`src/rtl/int_alu_arbiter.sv`:
```
// int_alu_arbiter: round-robin shared 32-bit add/sub datapath with registered valid/ready result
//   clk, rst_n (async, active-low)
//   req/op_sub/sext_a [NREQ]  per-requester request, op (1=A-B), sign-extend A
//   a_flat [NREQ*AW], b_flat [NREQ*W]  operands, requester i at slice i
//   gnt [NREQ]  one-hot grant, operands captured at this edge
//   res_valid/res_ready/res_id/result/res_ovf  registered result hand-off
//   INT_ARB_STATS_EN adds op_count (saturating accepted-result count) and ovf_seen (sticky)
module int_alu_arbiter #(
  parameter int NREQ = 4,
  parameter int IDW  = 2,
  parameter int AW   = 16,
  parameter int W    = 32
) (
  input  logic              clk,
  input  logic              rst_n,
  input  logic [NREQ-1:0]   req,
  input  logic [NREQ-1:0]   op_sub,
  input  logic [NREQ-1:0]   sext_a,
  input  logic [NREQ*AW-1:0] a_flat,
  input  logic [NREQ*W-1:0] b_flat,
  output logic [NREQ-1:0]   gnt,
  output logic              res_valid,
  input  logic              res_ready,
  output logic [IDW-1:0]    res_id,
  output logic [W-1:0]      result,
  output logic              res_ovf
`ifdef INT_ARB_STATS_EN
  ,
  output logic [15:0]       op_count,
  output logic              ovf_seen
`endif
);
  typedef enum logic {IDLE, RESULT} state_t;
  state_t r_state, w_next;
  logic [IDW-1:0] r_ptr, w_win, w_ptr_nxt;
  logic [IDW:0] w_idx;
  logic [2*NREQ-1:0] w_rot;
  logic w_found, w_fire, w_sub, w_sext, w_ovf;
  logic [AW-1:0] w_a;
  logic [W-1:0] w_b, w_aext, w_sum;
  // rotate requests so bit 0 is the requester at ptr; first set bit wins
  always_comb begin
    w_rot = {req, req} >> r_ptr;
    w_found = 1'b0;
    w_win = '0;
    w_idx = '0;
    for (int k = 0; k < NREQ; k++) begin
      w_idx = {1'b0, r_ptr} + (IDW+1)'(k);
      w_idx = (w_idx >= (IDW+1)'(NREQ)) ? w_idx - (IDW+1)'(NREQ) : w_idx;
      if (!w_found && w_rot[k]) begin
        w_found = 1'b1;
        w_win = w_idx[IDW-1:0];
      end
    end
  end
  always_comb begin
    w_a = '0;
    w_b = '0;
    w_sub = 1'b0;
    w_sext = 1'b0;
    for (int k = 0; k < NREQ; k++) begin
      if (IDW'(k) == w_win) begin
        w_a = a_flat[k*AW +: AW];
        w_b = b_flat[k*W +: W];
        w_sub = op_sub[k];
        w_sext = sext_a[k];
      end
    end
  end
  assign w_aext = w_sext ? {{(W-AW){w_a[AW-1]}}, w_a} : {{(W-AW){1'b0}}, w_a};
  assign w_sum = w_sub ? w_aext - w_b : w_aext + w_b;
  assign w_ovf = (w_sub ? (w_aext[W-1] != w_b[W-1]) : (w_aext[W-1] == w_b[W-1])) & (w_sum[W-1] != w_aext[W-1]);
  assign w_ptr_nxt = (w_win == IDW'(NREQ-1)) ? '0 : w_win + IDW'(1);
  assign res_valid = (r_state == RESULT);
  // a grant is only possible when the output register is free or being drained this edge
  always_comb begin
    w_fire = w_found & ((r_state == IDLE) | res_ready);
    gnt = w_fire ? ({{(NREQ-1){1'b0}}, 1'b1} << w_win) : '0;
    w_next = w_fire ? RESULT : ((r_state == RESULT) && !res_ready) ? RESULT : IDLE;
  end
  always_ff @(posedge clk or negedge rst_n) begin
    if (!rst_n) r_state <= IDLE;
    else r_state <= w_next;
  end
  always_ff @(posedge clk or negedge rst_n) begin
    if (!rst_n) begin
      r_ptr <= '0;
      result <= '0;
      res_id <= '0;
      res_ovf <= 1'b0;
    end else if (w_fire) begin
      r_ptr <= w_ptr_nxt;
      result <= w_sum;
      res_id <= w_win;
      res_ovf <= w_ovf;
    end
  end
`ifdef INT_ARB_STATS_EN
  always_ff @(posedge clk or negedge rst_n) begin
    if (!rst_n) begin
      op_count <= '0;
      ovf_seen <= 1'b0;
    end else if (res_valid && res_ready) begin
      op_count <= (op_count != 16'hFFFF) ? op_count + 16'd1 : op_count;
      ovf_seen <= ovf_seen | res_ovf;
    end
  end
`endif
endmodule

```
`config.mk`:
```
export PLATFORM = sky130hd
export DESIGN_NAME = int_alu_arbiter
export DESIGN_NICKNAME = d
export VERILOG_FILES = /design/src/rtl/int_alu_arbiter.sv
export SDC_FILE = /design/constraint.sdc
export NUM_CORES = 1
export LEC_CHECK = 0
export ABC_AREA = 1
export BUFFER_PORTS_ARGS = -buffer_cell sky130_fd_sc_hd__buf_2
export CORE_MARGIN = 2
export CORE_UTILIZATION = 55
export DETAILED_ROUTE_END_ITERATION = 8
export PLACE_DENSITY = 0.95
export SLEW_MARGIN = 30
export SYNTH_ARGS = -nofsm -noshare
export SYNTH_HDL_FRONTEND = slang
export SYNTH_SLANG_ARGS = --single-unit
```
`constraint.sdc`:
```
create_clock -name clk -period 15.53 [get_ports clk]
set_input_delay 0.7765 -clock clk [delete_from_list [all_inputs] [get_ports clk]]
set_output_delay 0.7765 -clock clk [all_outputs]
set_load 0.02 [all_outputs]
```
==> results.toml, run 1 <==
[clock_network]
cts_sinks = 38
cts-buffers-inserted = 5
post_cts_buffers = 0
path_clk_slew_ns = 0.06
cts_hold_buf = 0
clockBufferDepth = 2
root_buffer = "clkbuf_16"
ctsResizeCount = 0
clk_latency_ns = 0.29
cts_tree = "built"
h-tree-depth = 2

[timing]
finClkSkew_ns = 0.00209
slew_headroom_pct = 42.5
finalCritPeriodShare_pct = 45.4
worst_pin_slew_ns = 0.862
rsz0062_at_grt = "false"
finalSetupViolCount = 0
worst_hold_slack_ns = 0.472
drv_slew = 0
setup_tns_ns = 0
hold_violations = 0
max_freq_mhz = 142
period_needed_ns = 7.05

[min_path]
holdPathStages = 2
min_to = "result[27]$_DFFE_PN0P_"
min-delay-start = "result[27]$_DFFE_PN0P_"
hold_class = "flip-flop to flip-flop"

[worst_setup_path]
cp.required_ns = 15.76
r2r-end = "res_ovf$_DFFE_PN0P_"
path_max_fanout = 64
arrival_ns = 7.27
startpoint_type = "primary input"
reg2reg_depth = 39
cpMaxStageDelayCell = "clkinv_2"
reg2reg_from = "r_ptr[0]$_DFFE_PN0P_"
endpoint_kind = "flip-flop"
r2r_setup_slack_ns = 8.51
criticalPathCategory = "primary input to flip-flop"
critical-path-max-stage-delay_ns = 0.83

[synthesis]
yosys-top-cells-area = "nand2_1 (21%), dfrtp_1 (15%), nor2_1 (7.2%), a21oi_1 (7.1%), ha_1 (7.0%)"
synth_top_family_by_area = "simple AND/OR/NAND/NOR gates"
synth_xor_area_share_pct = 6.79
postSynthAreaPerCell_sq_um = 5.96
synth-compound-area-share_pct = 20.7
synth_edf_count = 0
syn_inst = 1082
syn_area_sq_um = 6450
synth_top_area_cell = "nand2_1"
synth_top_flop_cell = "dfrtp_1"
seq_area_frac_synth_pct = 14.7
synth_most_common_cell = "nand2_1"
synth_top_area_share_pct = 20.6
synth_simple_gate_area_share_pct = 40.6
synthArstFlopShare_pct = 100
synth_warnings = 0
synth_cell_types = 53
synth.net_count = 1326
yosys-mux-area-fraction_pct = 0.155
yosys-top-cells-count = "nand2_1 (354), nor2_1 (123), a21oi_1 (91)"
yosys_register_bits = 38
synth_adder_area_share_pct = 7.30

[grt]
grt_pass1_wl_mm = 34.3
grt_pass1_vias = 7380
gr-total-overflow = 0
grt_usage_pct = 32.3
grt_max_degree = 90
antenna_found_initial = 1

[placement]
placedCellCount = 1425
routabilityCongestion = 0.965
numPortBuffers = 246
hpwl_mm = 16.8

[cells_and_area]
utilization_pct = 68.0
drive_gt1_share_pct = 24.3
area_growth_pct = 20.4
final_nets = 1533
n_fill_cell = 1084
stdcell_count = 1434

[routing]
initialDrtViolationCount = 536
antenna_left = 0
vias = 8073
vias_per_cell = 5.63
detail_route.drc_violations = 0
wire_per_inst_um = 14.7
drtPass1Iterations = 5
drt_wl_total_mm = 21.1

[floorplanning]
die_x_um = 112
core_area_sq_um = 11400
start_util_pct = 56.5
die_area_sq_um = 12600
die_y_um = 112
row_count = 39
boundaryPins = 247

[job]
cap_violations = 0

[outcome]
outcome = "complete, no violations"
==> sequential cells by signal (all words and copies together), names as in the netlist <==
signal     cells
res_id         2
res_valid      1
res_ovf        1
r_ptr          2
result        32
==> per-stage QoR <==
stage | worst slack, ns | cell area (sq um)
4_1_cts | 8.88 | 7750
5_1_grt | 7.68 | 7760
3_5_place_dp | 8.61 | 7550
2_1_floorplan | 10.25 | 6450
6_report | 8.48 | 7760
3_3_place_gp | 8.84 | 7550
==> cell type report <==
class	count	area (sq um)	area share, %
diodes	1	2.50	0.0322
clock buffers	6	139	1.79
clock inverters	2	60.1	0.774
inverters	75	285	3.68
multi-input cells	919	4880	62.9
flip-flops and latches	38	951	12.3
well taps	143	179	2.31
repair buffers	250	1260	16.3
==> placed cells by master, fill, tap and decap left out, types with 4 or more instances in the layout <==
cell	instances
nor2_4	4
xor2_1	32
o21bai_1	5
xnor2_1	18
nand4_1	8
dfrtp_1	38
a21o_1	7
nand2_2	6
a221oi_1	17
inv_1	66
nor3_1	7
or2_2	15
o21ai_1	8
a21oi_1	91
buf_4	4
buf_2	246
o21ai_0	48
or2_1	5
nor2_1	123
ha_1	33
a31oi_1	11
nand3_1	66
nand2_1	354
clkbuf_16	5
o31ai_1	15
or2_0	7
inv_2	7
==> kinds of logic (layout without fill, tap and decap cells) <==
kind of cell / after synthesis / after routing
AO/OA/AOI/OAI: 221 / 221
XOR/XNOR: 50 / 50
adder cells (fa/ha/maj): 37 / 37
buffers and inverters: 125 / 333
flip-flops: 38 / 38
multiplexers: 1 / 1
other: 0 / 1
AND/OR/NAND/NOR: 610 / 610
==> worst max-delay path, delay by kind of cell <==
| kind | cells | cell delay [ns] |
|---|---|---|
| and+or+nand+nor | 18 | 2.19 |
| buffers and inverters | 7 | 1.77 |
| AOI/OAI and AO/OA | 9 | 1.35 |
| adders and majority gates | 3 | 0.74 |
| xor gates and xnor gates | 2 | 0.40 |
==> layer usage <==
layer	track usage, %	up-vias	share of wire, %
met2	53.3	428	45
met4	9.84	0	2.7
met3	3.67	55	8.8
met5	0	-	0
met1	44.6	3599	43
li1	-	3991	-
==> worst max path at each step <==
stage / end / from / slack, ns / cells past startpoint
after floorplan: res_ovf$_DFFE_PN0P_ / req[0] / 10.25 / 39
after global placement: res_ovf$_DFFE_PN0P_ / req[0] / 8.84 / 39
after detailed placement: res_ovf$_DFFE_PN0P_ / req[2] / 8.61 / 38
after CTS: res_ovf$_DFFE_PN0P_ / req[0] / 8.88 / 39
after global routing: res_ovf$_DFFE_PN0P_ / req[2] / 7.68 / 38
final: res_ovf$_DFFE_PN0P_ / req[0] / 8.48 / 39
Power of run 1 is left out: the tool's default activity adds up to more than one toggle a clock period on the data nets, which glitch-free logic cannot reach.
==> inputs of run 2 (changes only) <==
Settings changed: CORE_UTILIZATION 55 to 51, PLACE_DENSITY 0.95 to 0.9.
Clock period 15.53 ns to 6.7 ns, I/O delays scaled along.
==> run 2 against run 1 <==
Effect of this change: sequential share of layout area down 0.14 points; sequential cell count unchanged; die area up 7.6%; via count down 1.4%; non-clock buffer count up 5; wire length up 0.58%; first-iteration DRC count down 2.2%; clock-buffer cell count unchanged; clock skew up 0.0016 ns.
==> results.toml, run 2 (synthesis results as in run 1) <==
[clock_network]
cts_sinks = 38
cts_hold_buf = 0
cts-buffers-inserted = 5
root_buffer = "clkbuf_16"
h-tree-depth = 2
clk_latency_ns = 0.28
cts_tree = "built"
path_clk_slew_ns = 0.06
clockBufferDepth = 2

[cells_and_area]
layout_commonest_cell = "nand2_1"
final_nets = 1538
n_fill_cell = 1222
largest_register_ffs = 32
layout_common_cells = "nand2_1 (354), buf_2 (246), nor2_1 (122), a21oi_1 (91)"
area_growth_pct = 21.8
regMostFlops = "result"
antenna-diode-count = 0
drive_gt1_share_pct = 24.6
reg.largest.list = "result (32), r_ptr (2), res_id (2)"
seq_area_sq_um = 951
utilization_pct = 63.0
multi_input_area_sq_um = 4900

[grt]
grt_pass1_vias = 7192
grt_usage_pct = 30.7
grt_pass1_wl_mm = 33.5
gr-total-overflow = 0
grt_max_degree = 62
antenna_found_initial = 0

[timing]
finalSetupViolCount = 0
drv_slew = 0
finalCritPeriodShare_pct = 89.8
worst_pin_slew_ns = 0.839
max_freq_mhz = 166
finClkSkew_ns = 0.00374
setup_tns_ns = 0
rsz0062_at_grt = "false"
hold_violations = 0
slew_headroom_pct = 44.1
period_needed_ns = 6.01

[placement]
numPortBuffers = 246
hpwl_mm = 17.3
routabilityCongestion = 0.934

[worst_setup_path]
cp_common_cell = "nand3_1"
reg2reg_from = "r_ptr[0]$_DFFE_PN0P_"
cp.required_ns = 6.92
cpMaxStageDelayCell = "dfrtp_1"
reg2reg_depth = 38
startpoint_type = "flip-flop"
endpoint_kind = "flip-flop"
r2r-end = "res_ovf$_DFFE_PN0P_"
path_max_fanout = 28
criticalPathCategory = "flip-flop to flip-flop"
r2r_setup_slack_ns = 0.69
critical-path-max-stage-delay_ns = 0.49
arrival_ns = 6.23

[min_path]
hold_class = "primary input to asynchronous set/reset pin"

[floorplanning]
die_area_sq_um = 13600
start_util_pct = 51.7
row_count = 41
core_area_sq_um = 12500
boundaryPins = 247
die_x_um = 116
die_y_um = 116

[routing]
vias_per_cell = 5.43
vias = 7964
drt_wl_total_mm = 21.2
wire_per_inst_um = 14.4
drtPass1Iterations = 6
detail_route.drc_violations = 0
antenna_left = 0
initialDrtViolationCount = 524

[job]
cap_violations = 0

[outcome]
outcome = "complete, no violations"
-- run 2: cell types whose count changed in the layout (fill, tap and decap cells not counted), sizes merged --
| cell | change |
|---|---|
| clkinv | -1 |
| diode | -1 |
| inv | +1 |
| buf | +5 |
-- run 2: area by class of cell --
| type | instances | share of cell area (%) |
|---|---|---|
| clock buffer | 6 | 1.77 |
| sequential | 38 | 12.1 |
| inverter | 75 | 3.65 |
| timing repair buffer | 255 | 16.5 |
| clock inverter | 2 | 0.765 |
| multi-input combinational | 919 | 62.4 |
| tap | 172 | 2.74 |
-- run 2: worst max-delay path, delay by kind of cell, from the launching register on --
kind / cells / cell delay [ns]
AND/OR/NAND/NOR: 18 / 2.22
XOR/XNOR: 2 / 0.36
AO/OA/AOI/OAI: 9 / 1.31
adder cells (fa/ha/maj): 3 / 0.87
buffers and inverters: 6 / 0.69
flip-flops: 1 / 0.49
-- run 2: layer usage --
| metal | track usage [%] | part of all wire [%] |
|---|---|---|
| met3 | 2.85 | 8.2 |
| met4 | 9.29 | 2.6 |
| met1 | 43.1 | 45 |
| met2 | 50.2 | 44 |
| met5 | 0 | 0 |
-- run 2: worst max path at each step --
stage | from | endpoint | slack (ns) | depth (start not counted)
finish | r_ptr[0]$_DFFE_PN0P_ | res_ovf$_DFFE_PN0P_ | 0.69 | 38
CTS | r_ptr[0]$_DFFE_PN0P_ | res_ovf$_DFFE_PN0P_ | 0.58 | 38
global placement | r_ptr[0]$_DFFE_PN0P_ | res_ovf$_DFFE_PN0P_ | 0.75 | 38
floorplan | r_ptr[0]$_DFFE_PN0P_ | res_ovf$_DFFE_PN0P_ | 1.69 | 39
detailed placement | r_ptr[0]$_DFFE_PN0P_ | res_ovf$_DFFE_PN0P_ | 0.61 | 38
global route | r_ptr[0]$_DFFE_PN0P_ | res_ovf$_DFFE_PN0P_ | 0.12 | 37
-- run 2: repair_timing --
item,in CTS,in global routing
endpoints found under the setup margin,0,2
gates resized for setup,0,4
endpoints found under the hold margin,0,0
setup buffers,0,0
-- run 2: through the flow --
| step | hold slack (ns) | instance area, sq um | worst slack (ns) | instances |
|---|---|---|---|---|
| final | 0.154 | 7850 | 0.686 | 1467 |
| after global routing | 0.226 | 7850 | 0.119 | 1467 |
| after CTS | 0.189 | 7840 | 0.583 | 1467 |
| after detailed placement | 0.467 | 7640 | 0.613 | 1459 |
| after global placement | 0.460 | 7640 | 0.746 | 1459 |
| after floorplan | 0.0394 | 6450 | 1.69 | 1082 |
Power of run 2 is left out for the same reason.
==> inputs of run 3 (changes only) <==
Settings changed: CORE_MARGIN 2 to unset, CORE_UTILIZATION 51 to 35, PLACE_DENSITY 0.9 to 0.67.
==> run 3 against run 2 <==
Effect of this change: wire length up 6.4%; setup slack better by 0.0013 ns; sequential cell count unchanged; cell area up 0.92%; final cell count up 3.8%; non-clock buffer count down 1; die area up 40%; critical path type unchanged; maximum frequency about the same; critical path depth down 12; global-route usage down 6.8 points; clock skew up 0.0056 ns; clock-buffer cell count unchanged.
==> results.toml, run 3 (synthesis results as in run 1) <==
[worst_setup_path]
endpoint_kind = "flip-flop"
cpMaxStageDelayCell = "o21ai_2"
critical_path_buf_inv_count = 6
criticalPathCategory = "flip-flop to flip-flop"
arrival_ns = 6.19
cp_top_family = "compound AO/OA/AOI/OAI gates"
critical-path-max-stage-delay_ns = 0.64
startpoint = "r_ptr[0]$_DFFE_PN0P_"
reg2reg_from = "r_ptr[0]$_DFFE_PN0P_"
cp.required_ns = 6.87
startpoint_type = "flip-flop"
cp_common_cell = "nand2_1"
path_max_fanout = 44

[cells_and_area]
layout_commonest_cell = "nand2_1"
stdcell_area_sq_um = 7920
regMostFlops = "result"
largest_register_ffs = 32
antenna-diode-count = 0
reg.largest.list = "result (32), r_ptr (2), res_id (2)"
final_nets = 1537
area_growth_pct = 22.9
layout_common_cells = "nand2_1 (354), buf_2 (245), nor2_1 (122), a21oi_1 (91)"
drive_gt1_share_pct = 24.7

[grt]
antenna_found_initial = 0
grt_max_degree = 62
grt_usage_pct = 23.9
gr-total-overflow = 0
grt_pass1_vias = 7252
grt_pass1_wl_mm = 35.6

[floorplanning]
die_x_um = 138
start_util_pct = 35.8
row_count = 49
boundaryPins = 247
core_area_sq_um = 18000
die_area_sq_um = 19000
die_y_um = 138

[routing]
vias = 7756
vias_per_cell = 5.09
antenna_left = 0
initialDrtViolationCount = 596
drtPass1Iterations = 5
wire_per_inst_um = 14.8
detail_route.drc_violations = 0
drt_wl_total_mm = 22.5

[min_path]
hold_class = "primary input to asynchronous set/reset pin"

[clock_network]
cts_sinks = 38
clk_latency_ns = 0.29
cts_tree = "built"
cts_hold_buf = 0
h-tree-depth = 2
cts-buffers-inserted = 5
path_clk_slew_ns = 0.06
clockBufferDepth = 2
root_buffer = "clkbuf_16"

[timing]
rsz0062_at_grt = "false"
drv_slew = 0
hold_violations = 0
setup_tns_ns = 0
finalSetupViolCount = 0
worst_pin_slew_ns = 0.664
period_needed_ns = 6.01
max_freq_mhz = 166
finClkSkew_ns = 0.00933
worst_hold_slack_ns = 0.0201
slew_headroom_pct = 55.7
finalCritPeriodShare_pct = 89.7

[job]
cap_violations = 0

[placement]
routabilityCongestion = 0.953
hpwl_mm = 18.3
numPortBuffers = 246
place_area_sq_um = 7710

[outcome]
outcome = "complete, no violations"
-- run 3: stage by stage --
step | instances | utilization, % | setup slack (ns)
6_report | 1523 | 44.0 | 0.687
5_1_grt | 1523 | 44.0 | 0.0110
4_1_cts | 1523 | 43.9 | 0.539
3_5_place_dp | 1515 | 42.8 | 0.567
3_3_place_gp | 1515 | 42.7 | 0.516
2_1_floorplan | 1082 | - | 1.69
-- run 3: area by class of cell --
cell class,count,area [sq um]
Clock buffer,6,139
Clock inverter,2,60.1
Fill cell,1950,10100
Inverter,75,287
Multi-Input combinational cell,919,4900
Sequential cell,38,951
Tap cell,229,287
Timing Repair Buffer,254,1300
-- run 3: worst paths after layout --
check	end	slack [ns]	cells past startpoint
max in group asynchronous	result[28]$_DFFE_PN0P_	6.32	1
max	result[25]$_DFFE_PN0P_	0.69	26
min reg2reg	result[22]$_DFFE_PN0P_	0.47	2
min in group clk	res_valid$_DFF_PN0_	0.38	4
min	res_id[1]$_DFFE_PN0P_	0.02	1
max reg2reg	result[25]$_DFFE_PN0P_	0.69	26
-- run 3: what timing repair did --
action,4_1_cts,5_1_grt
setup buffers,0,0
setup endpoints to repair,0,4
resized for setup,0,5
-- run 3: routing by layer --
layer  wire length [um]  up-vias  global-route usage, %
met5                  0        -                      0
met4                410        0                   5.74
met3               1550       26                   2.72
met2               9620      305                   37.7
met1              11000     3428                   34.4
li1                   -     3997                      -
Power of run 3 is left out for the same reason.
